### src/rtl/atd_shift_ctrl.sv
// -----------------------------------------------------------------------------
// atd_shift_ctrl
//   Upstream control stage for the ATD serial-to-parallel shift register.
//   Qualifies raw serial bits, emits a registered one-cycle shift strobe plus
//   data bit for the shift register, counts the shifts of a frame and raises
//   block_ready once the parallel word is complete. block_ready holds until
//   the downstream consumer acknowledges it.
//
// Ports
//   clk               in   1      system clock, rising edge
//   rst               in   1      synchronous active-high reset
//   frame_start       in   1      begin a new frame (aborts one in flight)
//   serial_valid      in   1      serial_in carries a valid bit this cycle
//   serial_in         in   1      raw serial data bit
//   block_ack         in   1      downstream consumed the parallel word
//   ATD_shift_enable  out  1      registered one-cycle shift strobe
//   ATD_data          out  1      registered serial bit for the shift register
//   block_ready       out  1      parallel word complete and stable
//   bit_count         out  CNT_W  shifts accepted in the current frame
//   overrun_err       out  1      sticky: bit arrived while block_ready high
// -----------------------------------------------------------------------------
module atd_shift_ctrl #(
  parameter  int NUM_BITS = 128,
  localparam int CNT_W    = $clog2(NUM_BITS) + 1
) (
  input  logic             clk,
  input  logic             rst,
  input  logic             frame_start,
  input  logic             serial_valid,
  input  logic             serial_in,
  input  logic             block_ack,
  output logic             ATD_shift_enable,
  output logic             ATD_data,
  output logic             block_ready,
  output logic [CNT_W-1:0] bit_count,
  output logic             overrun_err
);

  typedef enum logic [1:0] {
    IDLE  = 2'd0,
    SHIFT = 2'd1,
    FLUSH = 2'd2,
    READY = 2'd3
  } state_t;

  state_t           state;
  state_t           state_next;

  logic             shift_en_next;
  logic             data_next;
  logic [CNT_W-1:0] count_next;
  logic             overrun_next;

  logic             accept;
  logic             last_bit;

  // A bit is only taken while shifting; a restart in the same cycle still
  // takes the bit, but as bit 1 of the new frame, so it can never be last.
  assign accept   = (state == SHIFT) && serial_valid;
  assign last_bit = accept && !frame_start &&
                    (bit_count == CNT_W'(NUM_BITS - 1));

  // block_ready is a pure decode of the state register, so it rises on the
  // same edge the shift register captures its final bit.
  assign block_ready = (state == READY);

  // State register and registered outputs.
  always_ff @(posedge clk) begin
    if (rst) begin
      state            <= IDLE;
      ATD_shift_enable <= 1'b0;
      ATD_data         <= 1'b0;
      bit_count        <= '0;
      overrun_err      <= 1'b0;
    end else begin
      state            <= state_next;
      ATD_shift_enable <= shift_en_next;
      ATD_data         <= data_next;
      bit_count        <= count_next;
      overrun_err      <= overrun_next;
    end
  end

  // Next-state logic.
  always_comb begin
    state_next = state;
    case (state)
      IDLE:    if (frame_start) state_next = SHIFT;
      SHIFT:   if (last_bit)    state_next = FLUSH;
      FLUSH:   state_next = READY;
      READY: begin
        // Without an ack the completed word is protected, so a lone
        // frame_start is ignored here.
        if (block_ack) state_next = frame_start ? SHIFT : IDLE;
      end
      default: state_next = IDLE;
    endcase
  end

  // Output logic: next values of the registered outputs.
  always_comb begin
    shift_en_next = accept;
    data_next     = accept ? serial_in : ATD_data;
    count_next    = bit_count;
    overrun_next  = overrun_err | (block_ready & serial_valid);

    case (state)
      IDLE: begin
        if (frame_start) count_next = '0;
      end
      SHIFT: begin
        if (frame_start) begin
          count_next = accept ? CNT_W'(1) : '0;
        end else if (accept && (bit_count < CNT_W'(NUM_BITS))) begin
          count_next = bit_count + CNT_W'(1);
        end
      end
      READY: begin
        if (block_ack) count_next = '0;
      end
      default: begin
        count_next = bit_count;
      end
    endcase
  end

endmodule

### config.mk
export PLATFORM = sky130hd
export DESIGN_NAME = atd_shift_ctrl
export DESIGN_NICKNAME = d
export VERILOG_FILES = /design/src/rtl/atd_shift_ctrl.sv
export SDC_FILE = /design/constraint.sdc
export NUM_CORES = 1
export LEC_CHECK = 0
export ABC_CLOCK_PERIOD_IN_PS = 4700
export CORE_UTILIZATION = 49
export CTS_CLUSTER_SIZE = 12
export DETAILED_ROUTE_END_ITERATION = 6
export GPL_TIMING_DRIVEN = 0
export HOLD_SLACK_MARGIN = 0.02
export PLACE_DENSITY_LB_ADDON = 0.3
export SLEW_MARGIN = 30
export SYNTH_ARGS = -nofsm -noshare
export SYNTH_HDL_FRONTEND = slang
export SYNTH_SLANG_ARGS = --single-unit
### constraint.sdc
create_clock -name clk -period 4.7 [get_ports clk]
set_input_delay 0.94 -clock clk [delete_from_list [all_inputs] [get_ports clk]]
set_output_delay 0.94 -clock clk [all_outputs]
set_load 0.02 [all_outputs]
* Word level (Yosys, flattened, before mapping)
Cells that the tools add are included.
** Storage, ports and cells
- Bits in registers :: 13
- Input bits :: 6
- Logic and storage cells :: 37
** Operators by class
- Add/sub/neg operators :: 1
- Order comparisons :: 1
- Eq/ne operators :: 8
- Multiplexer cells :: 11
- Bitwise logic cells :: 2
- Reduce and logical (&&, ||, !) cells :: 9
** Operators by type and width (count)
- two-way mux 8 bit :: 4
- one-hot mux 8 bit (3 select lines) :: 1
- adder 8 x 1 -> 8 bit, second input constant :: 1
- equality test 8 x 7 -> 1 bit, second input constant :: 1
- < comparator 8 bit, second input constant :: 1
- one-hot mux 2 bit (4 select lines) :: 1
- two-way mux 2 bit :: 3
- inequality test 2 bit, second input constant :: 3
- equality test 2 bit, second input constant :: 2
- logical AND 1 bit :: 4
- AND reduction 4 bit :: 1
- inequality test 3 x 2 -> 1 bit, second input constant :: 1
- AND reduction 3 bit :: 1
- nonzero test 3 bit :: 1
- equality test 2 x 1 -> 1 bit, second input constant :: 1
- zero test 2 bit :: 1
- two-way mux 1 bit :: 2
- AND 1 bit :: 1
- zero test 1 bit :: 1
- bitwise OR 1 bit :: 1

* Longest topological paths before layout
Gate-level depths: netlist of the first run.
- Depth after elaboration :: 6
- Depth in mapped cells :: 7

* Worst setup path after synthesis of the first run
OpenSTA, ideal clock, no wires.
- Kind :: input to register
- From :: input port serial_valid
- To :: register bit_count[4]
- Library setup time :: 0.071 ns
- Data arrival time :: 2.013 ns
- Setup slack :: 2.616 ns
- Cell stages on the path :: 4
- Cell sequence :: nand2b_1 > a2111o_1 > or4_1 > a21oi_1
** Between the ends
- Longest elaborated chain between the ends :: 4
** RTL lines
- from (decl) :: RTL line 29 : input logic serial_valid,
- logical AND 1 bit :: RTL line 59 : assign accept = (state == SHIFT) && serial_valid;
- logical AND 1 bit :: RTL line 114 : end else if (accept && (bit_count < CNT_W'(NUM_BITS))) begin
- inequality test 3 x 2 -> 1 bit (no line)
- AND reduction 4 bit (no line)
- to (signal assigned) :: RTL line 79 : bit_count <= count_next;
- to (decl) :: RTL line 35 : output logic [CNT_W-1:0] bit_count,
Every way passes these cells.
A chain may end at the register's enable or synchronous reset.

* Worst setup path after layout of the first run
- From :: input port serial_valid
- To :: register bit_count[0]
** Between the ends
- Longest elaborated chain between the ends :: 4
** RTL lines (RTL line)
- logical AND 1 bit * :: 59
- two-way mux 1 bit or logical AND 1 bit (tied branches) :: 113, 114
- two-way mux 8 bit or inequality test 3 x 2 -> 1 bit (tied branches)
- one-hot mux 8 bit (3 select lines) or AND reduction 4 bit (tied branches)
Mark *: on every way between the ends. The rest lies on a longest branch, timed or not.

==> results.json, run 1 <==
{
  "cells_after_synthesis": 79,
  "rows": 13,
  "swShare_pct": 39.2,
  "cts_resized": 0,
  "place_area_um2": 885,
  "register_area_um2": 260,
  "h-tree-depth": 1,
  "routed_wl_um": 1460,
  "cp_slowest_stage_delay_ns": 0.72,
  "route.antenna.remaining_nets": 0,
  "post_layout_nonfiller_instances": 115,
  "detailedRoute.firstIterationViolations": 16,
  "worstHoldPathCells": 2,
  "clock_root_buffer": "sky130_fd_sc_hd__clkbuf_4",
  "pin_count_of_the_biggest_net_entering_global_routing": 11,
  "grt_antenna_before_repair": 0,
  "finalWorstPathRequiredPeriod_ns": 2.59,
  "placeableCoreArea_um2": 1300,
  "area_delta_synth_final_pct": 32.4,
  "detailed_placement_wirelength_estimate_um": 1120,
  "comb_power_share_pct": 47.0,
  "max_cap_viol_count": 0,
  "final_core_util_pct": 70.0,
  "grt_first_pass_wirelength_um": 2320,
  "timing.critical_path.fanout_max": 7,
  "period_share_pct": 55.1,
  "xor_xnor_share_of_the_synthesized_area_pct": 0,
  "synth_compound_gate_area_share_pct": 22.2,
  "p_leak_nw": 0.329,
  "layout_common_cells": "17 x sky130_fd_sc_hd__clkdlybuf4s50_1, 13 x sky130_fd_sc_hd__dfxtp_1, 8 x sky130_fd_sc_hd__a21oi_1, 8 x sky130_fd_sc_hd__nand2_1, 6 x sky130_fd_sc_hd__ha_1",
  "cts-hold-fix-buffers": 0,
  "gp_routability_congestion": 0.792,
  "cp.arrival_ns": 2.79,
  "final_cell_area_um2": 911,
  "grt_overflow": 0,
  "status": "complete, no violations",
  "post-route-worst-setup-slack_ns": 2.11,
  "tritoncts_num_sinks": 13,
  "clk_path_buf_depth": 2,
  "relSlewSlack_pct": 47.4,
  "synth.distinct_cells": 28,
  "tritoncts": "built",
  "worst_ep_required_time_ns": 4.89,
  "wl_per_cell_um": 12.7,
  "crit_slowest_cell": "sky130_fd_sc_hd__a2111oi_0",
  "ys_warn_count": 0,
  "route.vias.total": 660,
  "final_hold_viol_count": 0,
  "layout-drive-gt1-share_pct": 6.00,
  "timing.reg2reg.worst_path_depth": 6,
  "die_y_um": 39.5,
  "cts.clk_slew.worst_paths_ns": 0.08,
  "port_buf_inserts": 17,
  "tightest_slew_ns": 0.769,
  "synth_mux_area_share_pct": 1.45,
  "worstSetupPathType": "input port to flip-flop",
  "insertion_delay_of_the_later_clocked_pin_in_the_worst_skew_pair_ns": 0.28,
  "post_synth_fa_ha_maj_area_fraction_pct": 10.9,
  "worst_ir_drop_vdd_v": 0.000273,
  "crit_path_end_kind": "flip-flop",
  "proportion_of_power_drawn_by_flip_flops_and_latches_pct": 35.4,
  "num-nets-final": 113,
  "global_route.usage.total_pct": 22.6,
  "filler_cell_count": 115,
  "post_synthesis_sequential_area_ratio_pct": 37.8,
  "clock_network_fraction_of_total_power_pct": 17.6,
  "cts-buffers-inserted": 3,
  "total_switching_power_w": 0.000156,
  "synth_seq_cells": 13,
  "rsz0062_at_grt": "no",
  "remaining_drc_errors": 0,
  "final.setup_skew_ns": 0.00280,
  "multiInputGateArea_um2": 409,
  "synth_top_family_by_area": "simple AND/OR/NAND/NOR gates",
  "worst_setup_path_start_kind": "input port",
  "synth_fp_nets": 91,
  "max_freq_ghz": 0.386,
  "number_of_buffers_inserted_to_repair_setup_after_cts": 0,
  "mean_instance_size_in_the_synthesized_netlist_um2": 8.71,
  "crit_path_cell_trace": "clkdlybuf4s50_1, nand2b_1, a2111oi_0, a31oi_1, a311oi_1",
  "worst_hold_path_type": "flip-flop to flip-flop",
  "synthSimpleGateAreaFrac_pct": 23.8,
  "antenna_cells": 0,
  "firstDrtPassIters": 4,
  "first_global_vias": 559,
  "netlist_area_before_placement_um2": 688,
  "intPower_w": 0.000242,
  "pwr_density_cell_nw_per_um2": 436,
  "setup_tns_ns": 0,
  "fp.dieW_um": 39.5,
  "pre_cts_ws_ns": 1.82,
  "pin_count": 18,
  "most_common_cell_after_layout_fill_and_taps_aside": "sky130_fd_sc_hd__clkdlybuf4s50_1",
  "design.die.area_um2": 1560,
  "finalMaxSlewViolations": 0,
  "vias_per_cell": 5.74,
  "floorplan.initialDensity_pct": 52.9,
  "setup-violations-final": 0,
  "dpl.cell_count": 111
}
## cell usage after synthesis, drive strengths merged
cell type	count	share of area (%)
dfxtp	13	38
a21oi	8	5.8
nand2	8	4.4
ha	6	11
nand3	5	3.6
or3	5	4.5
inv	4	2.2
o21ai	4	2.9
nor2	3	1.6
nor2b	3	2.7
a211oi	2	2.2
nand2b	2	1.8
a2111o	1	1.6
a2111oi	1	1.3
a21o	1	1.1
a221oi	1	1.3
a311oi	1	1.3
a31oi	1	0.91
and3	1	0.91
buf	1	1.6
mux2i	1	1.5
nand4	1	0.91
nor3	1	0.73
nor4bb	1	1.5
o21ba	1	1.5
o31ai	1	1.1
o41ai	1	1.3
or4	1	1.1
## power groups by stage
stage	registers [W]	logic, W	clock network (W)
global placement	0.000142	0.000178	0
detailed placement	0.000143	0.000187	0
floorplan	0.000147	0.000130	0
global route	0.000143	0.000209	0.0000753
CTS	0.000141	0.000187	0.0000713
finish	0.000141	0.000187	0.0000700
## sequential cells by signal, indices dropped and copies added (netlist names)
register and cells:
overrun_err 1, bit_count 8, ATD_data 1, ATD_shift_enable 1, state 2
## through the flow
stage          total power (W)  hold WS [ns]
5_1_grt               0.000428         0.488
3_3_place_gp          0.000320         0.447
3_5_place_dp          0.000330         0.457
6_report              0.000398         0.462
2_1_floorplan         0.000277         0.480
4_1_cts               0.000399         0.473
## metal layers
metal	wire (um)	up-vias	GRT usage, %
li1	-	337	-
met3	55	5	5.11
met5	0	-	0
met2	674	16	36.9
met1	696	302	26.5
met4	32	0	12.9
## critical path, delay by kind of cell
family | cells | cell delay (ns)
compound gates | 3 | 1.14
buf+inv | 1 | 0.59
simple gates | 1 | 0.12
## cell families after synthesis
group / after synthesis
flops: 13
buf+inv: 5
fa+ha+maj: 6
mux: 1
simple gates: 31
compound gates: 23
## final cells by class
cell class | instances | area share [%]
Clock buffer | 4 | 2.88
Buffer | 1 | 1.24
Timing Repair Buffer | 17 | 18.7
Sequential cell | 13 | 28.6
Tap cell | 15 | 2.06
Inverter | 4 | 1.65
Multi-Input combinational cell | 61 | 44.9
## worst paths after layout
path                              start                         to  slack, ns
setup / recovery           serial_valid  bit_count[0]$_SDFFE_PP0P_       2.11
setup reg to reg  state[1]$_SDFFE_PP0P_  bit_count[0]$_SDFFE_PP0P_       2.54
hold reg to reg   ATD_data$_SDFFE_PP0N_      ATD_data$_SDFFE_PP0N_       0.46
hold / removal    ATD_data$_SDFFE_PP0N_      ATD_data$_SDFFE_PP0N_       0.46
Power figures use the tool's default switching activity.
==> run 2, diff against run 1 <==
--- a/config.mk
+++ b/config.mk
@@ -5,8 +5,8 @@
 export SDC_FILE = /design/constraint.sdc
 export NUM_CORES = 1
 export LEC_CHECK = 0
-export ABC_CLOCK_PERIOD_IN_PS = 4700
-export CORE_UTILIZATION = 49
+export ABC_CLOCK_PERIOD_IN_PS = 2700
+export CORE_UTILIZATION = 46
 export CTS_CLUSTER_SIZE = 12
 export DETAILED_ROUTE_END_ITERATION = 6
 export GPL_TIMING_DRIVEN = 0
==> constraint.sdc (replaced) <==
create_clock -name clk -period 2.7 [get_ports clk]
set_input_delay 0.54 -clock clk [delete_from_list [all_inputs] [get_ports clk]]
set_output_delay 0.54 -clock clk [all_outputs]
set_load 0.02 [all_outputs]
==> results.json, run 2 (synthesis gave the netlist of run 1 again) <==
{
  "status": "complete, no violations",
  "relSlewSlack_pct": 44.4,
  "firstDrtPassIters": 5,
  "first_global_vias": 593,
  "worst_setup_path_start_kind": "flip-flop",
  "gp_routability_congestion": 0.818,
  "worstSetupPathType": "flip-flop to flip-flop",
  "clock_root_buffer": "sky130_fd_sc_hd__clkbuf_4",
  "route.vias.total": 700,
  "cts-hold-fix-buffers": 0,
  "cts_resized": 0,
  "worst_ep_required_time_ns": 2.89,
  "pin_count": 18,
  "rows": 13,
  "cts-buffers-inserted": 3,
  "most_flops_register": "bit_count",
  "insertion_delay_of_the_later_clocked_pin_in_the_worst_skew_pair_ns": 0.28,
  "final.setup_skew_ns": 0.00561,
  "h-tree-depth": 1,
  "timing.critical_path.fanout_max": 7,
  "largest_register_ffs": 8,
  "number_of_buffers_inserted_to_repair_setup_after_cts": 0,
  "vias_per_cell": 6.09,
  "num-nets-final": 113,
  "filler_cell_count": 122,
  "floorplan.initialDensity_pct": 51.0,
  "cts.clk_slew.worst_paths_ns": 0.09,
  "most_common_cell_after_layout_fill_and_taps_aside": "sky130_fd_sc_hd__clkdlybuf4s50_1",
  "crit_path_end_kind": "flip-flop",
  "rsz0062_at_grt": "no",
  "remaining_drc_errors": 0,
  "grt_overflow": 0,
  "placeableCoreArea_um2": 1350,
  "setup_tns_ns": 0,
  "detailed_placement_wirelength_estimate_um": 1100,
  "multiInputGateArea_um2": 409,
  "tritoncts": "built",
  "worst_hold_path_type": "flip-flop to flip-flop",
  "register_area_um2": 260,
  "p_leak_nw": 0.329,
  "total_power_w": 0.000703,
  "max_freq_ghz": 0.443,
  "tightest_slew_ns": 0.812,
  "period_share_pct": 83.5,
  "wl_per_cell_um": 13.6,
  "die_y_um": 40.7,
  "route.antenna.remaining_nets": 0,
  "finalMaxSlewViolations": 0,
  "layout_common_cells": "17 x sky130_fd_sc_hd__clkdlybuf4s50_1, 13 x sky130_fd_sc_hd__dfxtp_1, 8 x sky130_fd_sc_hd__a21oi_1, 8 x sky130_fd_sc_hd__nand2_1, 6 x sky130_fd_sc_hd__ha_1",
  "pin_count_of_the_biggest_net_entering_global_routing": 11,
  "tritoncts_num_sinks": 13,
  "post-route-worst-setup-slack_ns": 0.445,
  "routed_wl_um": 1570,
  "layout_top_registers": "bit_count x8, state x2",
  "antenna_cells": 0,
  "design.die.area_um2": 1650,
  "hold-worst-slack_ns": 0.471,
  "layout-drive-gt1-share_pct": 6.00,
  "clk_path_buf_depth": 2,
  "detailedRoute.firstIterationViolations": 24,
  "final_core_util_pct": 67.5,
  "setup-violations-final": 0,
  "grt_first_pass_wirelength_um": 2470,
  "area_delta_synth_final_pct": 32.4,
  "port_buf_inserts": 17,
  "worst_ir_drop_vdd_v": 0.000490,
  "pre_cts_ws_ns": 0.199,
  "cp.arrival_ns": 2.45,
  "fp.dieW_um": 40.7,
  "max_cap_viol_count": 0,
  "global_route.usage.total_pct": 23.8,
  "grt_antenna_before_repair": 0,
  "finalWorstPathRequiredPeriod_ns": 2.26,
  "final_hold_viol_count": 0,
  "pwr_density_cell_nw_per_um2": 772
}
run 2: cell counts in the layout (fill, tap and decap cells not counted):
Identical to the previous run, type by type.
run 2: worst paths after layout:
kind | start | endpoint | slack, ns | depth (start not counted)
min reg2reg | ATD_data$_SDFFE_PP0N_ | ATD_data$_SDFFE_PP0N_ | 0.47 | 2
min | ATD_data$_SDFFE_PP0N_ | ATD_data$_SDFFE_PP0N_ | 0.47 | 2
max | state[1]$_SDFFE_PP0P_ | bit_count[0]$_SDFFE_PP0P_ | 0.44 | 6
max reg2reg | state[1]$_SDFFE_PP0P_ | bit_count[0]$_SDFFE_PP0P_ | 0.44 | 6
run 2: layout make-up:
cell class,count,share of cell area (%)
buffer,1,1.24
clock buffer,4,2.88
inverter,4,1.65
multi-input combinational,61,44.9
sequential,13,28.6
tap,15,2.06
timing repair buffer,17,18.7
run 2: per-stage QoR:
| step | cell area [um2] | cells |
|---|---|---|
| after floorplan | 688 | 79 |
| after global placement | 877 | 111 |
| after detailed placement | 885 | 111 |
| after CTS | 911 | 115 |
| after global routing | 911 | 115 |
| final | 911 | 115 |
run 2: layer usage:
metal | GRT usage [%] | wire, um
met1 | 26.0 | 719
met2 | 37.3 | 717
met3 | 7.61 | 67
met4 | 19.2 | 61
met5 | 0 | 0
run 2: where the power goes:
part	internal [W]	leakage (nW)	total, W	switching, W
registers	0.000218	0.105	0.000245	0.0000276
logic	0.000146	0.209	0.000331	0.000185
clock network	0.0000574	0.0150	0.000127	0.0000695
run 2: critical path, stage by stage, from the launching register on:
cell	delay, ns
sky130_fd_sc_hd__dfxtp_1	0.42
sky130_fd_sc_hd__inv_1	0.11
sky130_fd_sc_hd__ha_1	0.28
sky130_fd_sc_hd__nor2b_1	0.19
sky130_fd_sc_hd__a2111oi_0	0.72
sky130_fd_sc_hd__a31oi_1	0.17
sky130_fd_sc_hd__a311oi_1	0.28
==> run 3, diff against run 2 <==
--- a/config.mk
+++ b/config.mk
@@ -5,7 +5,7 @@
 export SDC_FILE = /design/constraint.sdc
 export NUM_CORES = 1
 export LEC_CHECK = 0
-export ABC_CLOCK_PERIOD_IN_PS = 2700
+export ABC_CLOCK_PERIOD_IN_PS = 2120
 export CORE_UTILIZATION = 46
 export CTS_CLUSTER_SIZE = 12
 export DETAILED_ROUTE_END_ITERATION = 6
==> constraint.sdc (replaced) <==
create_clock -name clk -period 2.12 [get_ports clk]
set_input_delay 0.424 -clock clk [delete_from_list [all_inputs] [get_ports clk]]
set_output_delay 0.424 -clock clk [all_outputs]
set_load 0.02 [all_outputs]
==> results.json, run 3 (synthesis gave the netlist of run 1 again) <==
{
  "status": "complete, no violations",
  "relSlewSlack_pct": 50.3,
  "num-nets-final": 113,
  "cts-buffers-inserted": 3,
  "global_route.usage.total_pct": 23.8,
  "timing.critical_path.fanout_max": 6,
  "worst_ep_required_time_ns": 2.34,
  "vias_per_cell": 5.97,
  "most_common_cell_after_layout_fill_and_taps_aside": "sky130_fd_sc_hd__clkdlybuf4s50_1",
  "proportion_of_power_drawn_by_flip_flops_and_latches_pct": 34.9,
  "comb_power_share_pct": 47.5,
  "layout_top_registers": "bit_count x8, state x2",
  "worst_hold_path_type": "flip-flop to flip-flop",
  "pin_count_of_the_biggest_net_entering_global_routing": 11,
  "area_delta_synth_final_pct": 33.6,
  "cp.arrival_ns": 2.23,
  "remaining_drc_errors": 0,
  "wl_per_cell_um": 13.7,
  "swShare_pct": 39.9,
  "route.antenna.remaining_nets": 0,
  "die_y_um": 40.7,
  "worstSetupPathType": "input port to flip-flop",
  "grt_antenna_before_repair": 0,
  "port_buf_inserts": 17,
  "worst_setup_path_start_kind": "input port",
  "rsz0062_at_grt": "no",
  "detailedRoute.firstIterationViolations": 11,
  "clock_root_buffer": "sky130_fd_sc_hd__clkbuf_4",
  "layout-drive-gt1-share_pct": 9.00,
  "gp_routability_congestion": 0.818,
  "most_flops_register": "bit_count",
  "final_core_util_pct": 68.1,
  "finalWorstPathRequiredPeriod_ns": 2.01,
  "clock_network_fraction_of_total_power_pct": 17.6,
  "max_cap_viol_count": 0,
  "route.vias.total": 686,
  "pin_count": 18,
  "design.die.area_um2": 1650,
  "grt_overflow": 0,
  "tightest_slew_ns": 0.738,
  "crit_path_end_kind": "flip-flop",
  "total_switching_power_w": 0.000361,
  "detailed_placement_wirelength_estimate_um": 1100,
  "tritoncts": "built",
  "tritoncts_num_sinks": 13,
  "p_leak_nw": 0.328,
  "pwr_density_cell_nw_per_um2": 983,
  "clk_path_buf_depth": 2,
  "worst_ir_drop_vdd_v": 0.000635,
  "final_cell_area_um2": 920,
  "fp.dieW_um": 40.7,
  "insertion_delay_of_the_later_clocked_pin_in_the_worst_skew_pair_ns": 0.28,
  "cts.clk_slew.worst_paths_ns": 0.08,
  "rows": 13,
  "grt_first_pass_wirelength_um": 2470,
  "place_area_um2": 885,
  "max_freq_ghz": 0.497,
  "finalMaxSlewViolations": 0,
  "routed_wl_um": 1570,
  "antenna_cells": 0,
  "final_hold_viol_count": 0,
  "final.setup_skew_ns": 0.00229,
  "intPower_w": 0.000544,
  "placeableCoreArea_um2": 1350,
  "first_global_vias": 593,
  "h-tree-depth": 1,
  "setup-violations-final": 0,
  "floorplan.initialDensity_pct": 51.0,
  "largest_register_ffs": 8,
  "layout_common_cells": "17 x sky130_fd_sc_hd__clkdlybuf4s50_1, 12 x sky130_fd_sc_hd__dfxtp_1, 8 x sky130_fd_sc_hd__nand2_1",
  "firstDrtPassIters": 4,
  "period_share_pct": 94.8
}
-- run 3: cell counts in the layout (fill, tap and decap cells not counted) --
Identical to the previous run, type by type.
-- run 3: power by group through the flow --
stage                     sequential [W]  clock [W]  combinational (W)
final                           0.000316   0.000159           0.000429
after global routing            0.000318   0.000172           0.000480
after CTS                       0.000312   0.000160           0.000424
after detailed placement        0.000318          0           0.000418
after global placement          0.000315          0           0.000396
after floorplan                 0.000326          0           0.000289
-- run 3: final timing paths --
check                                           start                         to  slack [ns]  depth (start not counted)
worst min-delay path            ATD_data$_SDFFE_PP0N_      ATD_data$_SDFFE_PP0N_        0.47                          2
worst max-delay path                      frame_start  bit_count[4]$_SDFFE_PP0P_        0.11                          5
worst max register to register  state[1]$_SDFFE_PP0P_  bit_count[4]$_SDFFE_PP0P_        0.12                          6
worst min register to register  ATD_data$_SDFFE_PP0N_      ATD_data$_SDFFE_PP0N_        0.47                          2
-- run 3: timing repair --
action                     CTS  global route
setup endpoints to repair    1             6
hold buffers                 0             0
resized for setup            1             3
buffers inserted             0             0
-- run 3: final cells by class --
type / count / area (um2)
Clock buffer: 4 / 26.3
Multi-Input combinational cell: 61 / 417
Sequential cell: 13 / 262
Timing Repair Buffer: 17 / 170
Inverter: 4 / 15.0
Fill cell: 117 / 430
Tap cell: 15 / 18.8
Buffer: 1 / 11.3
-- run 3: metal layers --
layer  GRT usage, %  up-vias  wire (um)
met5              0        -          0
met4           19.2        0         51
met3           7.61        7         68
met2           37.3       22        755
met1           26.0      321        695
li1               -      336          -
-- run 3: critical path: stages --
cell and delay [ns]:
sky130_fd_sc_hd__clkdlybuf4s50_1 0.60, sky130_fd_sc_hd__nor2b_1 0.12, sky130_fd_sc_hd__a2111o_1 0.44, sky130_fd_sc_hd__or4_1 0.51, sky130_fd_sc_hd__a21oi_2 0.14
-- run 3: stage by stage --
| stage | instances | setup TNS [ns] | hold WS [ns] | setup WS [ns] | power (W) |
|---|---|---|---|---|---|
| after floorplan | 79 | 0 | 0.480 | 0.228 | 0.000615 |
| after global placement | 111 | -2.25 | 0.446 | -0.392 | 0.000710 |
| after detailed placement | 111 | -0.992 | 0.466 | -0.265 | 0.000736 |
| after CTS | 115 | 0 | 0.485 | 0.00812 | 0.000897 |
| after global routing | 115 | 0 | 0.504 | 0.00383 | 0.000970 |
| final | 115 | 0 | 0.471 | 0.109 | 0.000904 |
